===== src/rtl/s2c_pkg.sv =====
// Shared types and constants for the s2c call blocks.
package s2c_pkg;

    typedef enum logic [1:0] {
        S2C_IDLE    = 2'd0,
        S2C_ISSUE   = 2'd1,
        S2C_COLLECT = 2'd2,
        S2C_DELIVER = 2'd3
    } s2c_state_e;

    localparam logic [31:0] S2C_RET_TIMEOUT = 32'hFFFF_FFFF;

    typedef struct packed {
        logic [31:0] id;
        logic [31:0] fn;
    } s2c_call_t;

    function automatic int s2c_idx_w(input int n);
        return (n > 1) ? $clog2(n) : 1;
    endfunction

endpackage


===== src/rtl/s2c_rr_arb.sv =====
// Combinational round-robin picker; the caller owns and updates the last-grant pointer.
module s2c_rr_arb #(
    parameter int NCH = 4,
    parameter int IW  = (NCH > 1) ? $clog2(NCH) : 1
) (
    input  logic [NCH-1:0] req,
    input  logic [IW-1:0]  last,
    output logic [NCH-1:0] gnt_onehot,
    output logic [IW-1:0]  gnt_idx
);

    logic [2*NCH-1:0] dbl;
    logic [NCH-1:0]   rot;
    logic [IW:0]      pos;
    logic             found;

    // Rotate so bit 0 is the channel just after last; the first set bit wins.
    assign dbl = {req, req} >> ({1'b0, last} + 1'b1);
    assign rot = dbl[NCH-1:0];

    always_comb begin
        gnt_onehot = '0;
        gnt_idx    = '0;
        found      = 1'b0;
        pos        = '0;
        for (int unsigned k = 0; k < NCH; k++) begin
            if (!found && rot[k]) begin
                found = 1'b1;
                pos   = {1'b0, last} + (IW+1)'(k + 1);
                if (pos >= (IW+1)'(NCH)) begin
                    pos = pos - (IW+1)'(NCH);
                end
                gnt_idx    = pos[IW-1:0];
                gnt_onehot = NCH'(1) << pos[IW-1:0];
            end
        end
    end

endmodule


===== src/rtl/s2c_call_arb.sv =====
// Round-robin arbiter funnelling NCH call requesters onto one downstream call port,
// collecting a streamed response and returning it to the owning channel.
module s2c_call_arb
    import s2c_pkg::*;
#(
    parameter int NCH        = 4,
    parameter int DATA_WORDS = 8,
    parameter int WORD_W     = 32,
    parameter int TIMEOUT    = 1024
) (
    input  logic                         clk,
    input  logic                         rst,
    input  logic [NCH-1:0]               ch_req_valid,
    output logic [NCH-1:0]               ch_req_ready,
    input  logic [NCH*32-1:0]            ch_req_id,
    input  logic [NCH*32-1:0]            ch_req_fn,
    output logic [NCH-1:0]               ch_rsp_valid,
    output logic [31:0]                  ch_rsp_ret,
    output logic [DATA_WORDS*WORD_W-1:0] ch_rsp_data,
    output logic                         ch_rsp_timeout,
    output logic                         ch_rsp_ovf,
    output logic                         call_valid,
    input  logic                         call_ready,
    output logic [31:0]                  call_id,
    output logic [31:0]                  call_fn,
    input  logic                         rsp_valid,
    input  logic                         rsp_last,
    input  logic [WORD_W-1:0]            rsp_word,
    input  logic [31:0]                  rsp_ret,
    output logic                         busy,
    output logic [s2c_idx_w(NCH)-1:0]    grant_ch
);

    localparam int GW = s2c_idx_w(NCH);
    localparam int CW = $clog2(DATA_WORDS + 1);
    localparam int TW = $clog2(TIMEOUT);

    s2c_state_e state;
    logic [GW-1:0]  last_grant;
    logic [GW-1:0]  grant_q;
    s2c_call_t      call_q;
    s2c_call_t      pick_call;
    logic [NCH-1:0] gnt_onehot;
    logic [GW-1:0]  gnt_idx;
    logic           accept;

    logic [DATA_WORDS-1:0][WORD_W-1:0] wbuf;
    logic [DATA_WORDS-1:0][WORD_W-1:0] wbuf_nxt;
    logic [DATA_WORDS-1:0][WORD_W-1:0] out_data;
    logic          ovf_q;
    logic          ovf_nxt;
    logic [CW-1:0] cnt;
    logic [TW-1:0] tcnt;
    logic          strobe;
    logic          last_strobe;
    logic          expire;
    logic [31:0]   out_ret;
    logic          out_to;
    logic          out_ovf;

    s2c_rr_arb #(
        .NCH (NCH),
        .IW  (GW)
    ) u_arb (
        .req        (ch_req_valid),
        .last       (last_grant),
        .gnt_onehot (gnt_onehot),
        .gnt_idx    (gnt_idx)
    );

    assign ch_req_ready = (state == S2C_IDLE && !rst) ? gnt_onehot : '0;
    assign accept       = |(ch_req_valid & ch_req_ready);

    always_comb begin
        pick_call = '0;
        for (int unsigned j = 0; j < NCH; j++) begin
            if (gnt_onehot[j]) begin
                pick_call.id = ch_req_id[32*j +: 32];
                pick_call.fn = ch_req_fn[32*j +: 32];
            end
        end
    end

    assign strobe      = (state == S2C_COLLECT) && rsp_valid;
    assign last_strobe = strobe && rsp_last;
    // A last strobe landing on the final timeout cycle takes precedence.
    assign expire      = (state == S2C_COLLECT) && !last_strobe && (tcnt == TW'(TIMEOUT - 1));

    always_comb begin
        wbuf_nxt = wbuf;
        ovf_nxt  = ovf_q;
        if (strobe) begin
            for (int unsigned i = 0; i < DATA_WORDS; i++) begin
                if (cnt == CW'(i)) begin
                    wbuf_nxt[i] = rsp_word;
                end
            end
            if (cnt == CW'(DATA_WORDS)) begin
                ovf_nxt = 1'b1;
            end
        end
    end

    always_ff @(posedge clk or posedge rst) begin
        if (rst) begin
            state      <= S2C_IDLE;
            last_grant <= GW'(NCH - 1);
            grant_q    <= '0;
            call_q     <= '0;
            wbuf       <= '0;
            ovf_q      <= 1'b0;
            cnt        <= '0;
            tcnt       <= '0;
            out_data   <= '0;
            out_ret    <= '0;
            out_to     <= 1'b0;
            out_ovf    <= 1'b0;
        end else begin
            case (state)
                S2C_IDLE: begin
                    if (accept) begin
                        call_q  <= pick_call;
                        grant_q <= gnt_idx;
                        wbuf    <= '0;
                        ovf_q   <= 1'b0;
                        state   <= S2C_ISSUE;
                    end
                end
                S2C_ISSUE: begin
                    if (call_ready) begin
                        cnt   <= '0;
                        tcnt  <= '0;
                        state <= S2C_COLLECT;
                    end
                end
                S2C_COLLECT: begin
                    wbuf  <= wbuf_nxt;
                    ovf_q <= ovf_nxt;
                    if (strobe && cnt < CW'(DATA_WORDS)) begin
                        cnt <= cnt + 1'b1;
                    end
                    if (!expire) begin
                        tcnt <= tcnt + 1'b1;
                    end
                    // Results land in separate output registers so they stay stable until the next delivery.
                    if (last_strobe || expire) begin
                        out_data <= wbuf_nxt;
                        out_ovf  <= ovf_nxt;
                        out_ret  <= last_strobe ? rsp_ret : S2C_RET_TIMEOUT;
                        out_to   <= !last_strobe;
                        state    <= S2C_DELIVER;
                    end
                end
                S2C_DELIVER: begin
                    last_grant <= grant_q;
                    state      <= S2C_IDLE;
                end
                default: state <= S2C_IDLE;
            endcase
        end
    end

    assign ch_rsp_valid   = (state == S2C_DELIVER) ? (NCH'(1) << grant_q) : '0;
    assign ch_rsp_ret     = out_ret;
    assign ch_rsp_data    = out_data;
    assign ch_rsp_timeout = out_to;
    assign ch_rsp_ovf     = out_ovf;
    assign call_valid     = (state == S2C_ISSUE);
    assign call_id        = call_q.id;
    assign call_fn        = call_q.fn;
    assign busy           = (state != S2C_IDLE);
    assign grant_ch       = grant_q;

endmodule


===== config.mk =====
export PLATFORM = sky130hd
export DESIGN_NAME = s2c_call_arb
export DESIGN_NICKNAME = d
export VERILOG_FILES = /design/src/rtl/s2c_pkg.sv /design/src/rtl/s2c_rr_arb.sv /design/src/rtl/s2c_call_arb.sv
export SDC_FILE = /design/constraint.sdc
export NUM_CORES = 1
export LEC_CHECK = 0
export CAP_MARGIN = 20
export CORE_MARGIN = 8
export CORE_UTILIZATION = 45
export CTS_CLUSTER_DIAMETER = 150
export DETAILED_ROUTE_END_ITERATION = 10
export DONT_BUFFER_PORTS = 1
export PLACE_DENSITY = 0.66
export SLEW_MARGIN = 20
export SYNTH_ARGS = -nofsm -noshare
export SYNTH_HDL_FRONTEND = slang
export SYNTH_SLANG_ARGS = --single-unit

===== constraint.sdc =====
create_clock -name clk -period 27.7 [get_ports clk]
set_input_delay 4.155 -clock clk [delete_from_list [all_inputs] [get_ports clk]]
set_output_delay 4.155 -clock clk [all_outputs]
set_load 0.01 [all_outputs]

==> out/metrics.cfg <==
[critical_path]
crit_type=in -> out
r2r-start=last_grant[0]$_DFFE_PP1P_
crit_family=compound AO/OA/AOI/OAI gates
crit_cells=6
cp.required_ns=23.55
path_cells=or3b_1, a2111oi_2, o21ai_0, o31ai_4, buf_4, nor2_1
critPathCapture=ch_req_ready[0]
reg2reg_slack_ns=22.89
crit_path_max_fanout=65
worst-r2r-cell-count=8
worstSetupStartpoint=ch_req_valid[3]
arrival_ns=6.28
r2r-end=wbuf[193]$_DFFE_PP0P_
cpMaxStageDelayCell=buf_4
crit_buf_inv=1
cp-end-kind=primary output
startpoint_type=input port
slowest_delay_ns=0.61

[drt]
dr_total_vias=24300
wl_per_cell_um=29.0
drtPass1Iterations=6
remaining_drc_errors=0
wl_mm=111
detail_route.vias_per_cell=6.36
drt_iter0_drc=2674
ant_nets=0

[clocking]
cts_resized=0
cts_tree=built
cts_buffers=69
htree_num_levels=3
ctsHoldBuffers=0
cts_setup_buffers=0
cts_root_buffer=clkbuf_16
clock-sinks=631
clock_path_buffers=3
path_clk_slew_ns=0.06
clkLatencyLatePin_ns=0.63

[synth]
synth_top_area_frac=0.544
synth_area_leaders=dfrtp_1 54%, nand2_1 8.0%, a31oi_1 5.9%
seq_area_frac_synth=0.545
ys_ff_latch=631
syn_inst=3108
synth.distinct_cells=64
synth_warnings=0
syn_nets=3453
async_flop_share=1.00
synth_top_cell_by_area=dfrtp_1
syn_area_um2=29000
synth_edf_count=0
syn_avg_cell_area_um2=9.32
synth-main-ff-cell=dfrtp_1

[floorplan]
die-area_um2=72700
start_util=0.452
boundaryPins=695
row_count=93
core_um2=64000
die_w_um=270
die_height_um=270

[grt]
grt_usage=0.293
grt-ovfl-total=0
grt_max_degree=161
grt_pass1_vias=23500
grt_pass1_wl_mm=164
antenna_found_initial=7

[timing]
setup-tns-final_ns=0
finalSetupViolations=0
maxSlewViolCount=0
max_freq_mhz=95.8
finalCritPeriodShare=0.377
fin_worst_skew_ns=0.0398
relSlewSlack=0.232
worst_pin_slew_ns=1.15
finalHoldViolCount=0
rsz0062_at_grt=no
period_minus_slack_ns=10.43

[cells_and_area]
drive_above_1_share=0.0697
syn_to_final_growth_pct=9.70
final_common_cell=dfrtp_1
nets=3260
mostFrequentLayoutCells=629 x dfrtp_1, 616 x nand2_1, 349 x nor2_1, 275 x a31oi_1, 170 x a22o_1

[place]
finalWeightedCongestion=0.916
io_buffers=0
dpl.hpwl_mm=77.5

[hold_path]
min_path_type=reg -> reg

[pwr]
peakVddDrop_mv=0.0809
power_w=0.00386
leakage_nw=13.6
power_density_nw_per_um2=121

[run]
cap_violations=0

[outcome]
status=finished, final reports clean

## synthesized netlist by cell type (all sizes together), types with 2 or more instances
cell type and count:
o31ai 3, or3 4, or2 4, o21a 3, nor3b 3, or3b 2
a32o 88, nand4 4, ha 16, buf 72, o2bb2ai 38, dfrtp 629
a41oi 4, nor3 73, nor4 2, o21ai 132, o221ai 64, o311ai 2
nor2 355, a211o 2, a31oi 275, nand3 15, o22ai 3, a22o 170
dfstp 2, and3 5, nor2b 5, nand2b 2, inv 77, clkbuf 240
nand2 617, a21oi 102, a21o 66, and3b 5, a2111oi 2, xor2 4
xnor2 3
## per-layer routing
metal / vias up / wire, um / share of wire / global-route usage
li1: 10600 / - / - / -
met1: 12300 / 42500 / 0.38 / 0.366
met2: 1245 / 51600 / 0.47 / 0.464
met3: 172 / 13400 / 0.12 / 0.119
met4: 10 / 3390 / 0.031 / 0.0925
met5: - / 68 / 0.00061 / 0
## report_power, final
group	internal (W)	leakage (nW)	switching [W]
Clock	0.000581	1.19	0.000399
Sequential	0.00122	8.17	0.000428
Combinational	0.000421	4.25	0.000810
Total	0.00222	13.6	0.00164
## registers in the layout, indices dropped and copies added (netlist names), 2 cells and up
name         flops
call_fn         32
call_id         32
ch_rsp_data    256
ch_rsp_ret      32
cnt              4
grant_ch         2
last_grant       2
state            2
tcnt            10
wbuf           256
## worst reg2reg max path: cells and delay by family, from the launching register on
kind,cells,cell delay (ns)
AO/OA/AOI/OAI,5,2.29
AND/OR/NAND/NOR,1,0.99
flip-flops,1,0.70
buffers and inverters,2,0.69
## metrics by stage
step | cell area (um^2) | hold slack (ns) | util | std cells | worst slack, ns
2_1_floorplan | 29000 | 0.456 | - | 3108 | 3.86
3_3_place_gp | 29300 | 0.470 | 0.458 | 3698 | 17.24
6_report | 31800 | 0.492 | 0.496 | 3825 | 17.27
3_5_place_dp | 29300 | 0.481 | 0.458 | 3698 | 17.24
4_1_cts | 31700 | 0.495 | 0.496 | 3823 | 17.25
5_1_grt | 31800 | 0.501 | 0.496 | 3824 | 17.08
## final cells by class
class                           count  area [um^2]
Tap cell                          855         1070
Clock buffer                       97         1970
Sequential cell                   631        15800
Antenna cell                        1         2.50
Timing Repair Buffer               48          397
Clock inverter                     28          458
Multi-Input combinational cell   2088        11800
Inverter                           77          297
Fill cell                        5863        32200
## cells by family (layout without fill, tap and decap cells)
kind of cell | Yosys count | in the layout | synth area share
and+or+nand+nor | 1101 | 1101 | 0.151
AOI/OAI and AO/OA | 961 | 961 | 0.239
DFF | 631 | 631 | 0.545
buffers and inverters | 389 | 250 | 0.0540
adders and majority gates | 16 | 16 | 0.00691
xor gates and xnor gates | 7 | 7 | 0.00212
muxes | 3 | 3 | 0.00151
other | 0 | 1 | 0
## how the worst min path moves through the flow
stage	slack, ns	endpoint	start	depth (start not counted)
floorplan	0.46	wbuf[130]$_DFFE_PP0P_	wbuf[130]$_DFFE_PP0P_	1
global placement	0.47	wbuf[140]$_DFFE_PP0P_	wbuf[140]$_DFFE_PP0P_	1
detailed placement	0.48	wbuf[149]$_DFFE_PP0P_	wbuf[149]$_DFFE_PP0P_	1
CTS	0.49	wbuf[149]$_DFFE_PP0P_	wbuf[149]$_DFFE_PP0P_	1
global route	0.50	wbuf[149]$_DFFE_PP0P_	wbuf[149]$_DFFE_PP0P_	1
finish	0.49	wbuf[243]$_DFFE_PP0P_	wbuf[243]$_DFFE_PP0P_	1
Power figures use the tool's default switching activity.
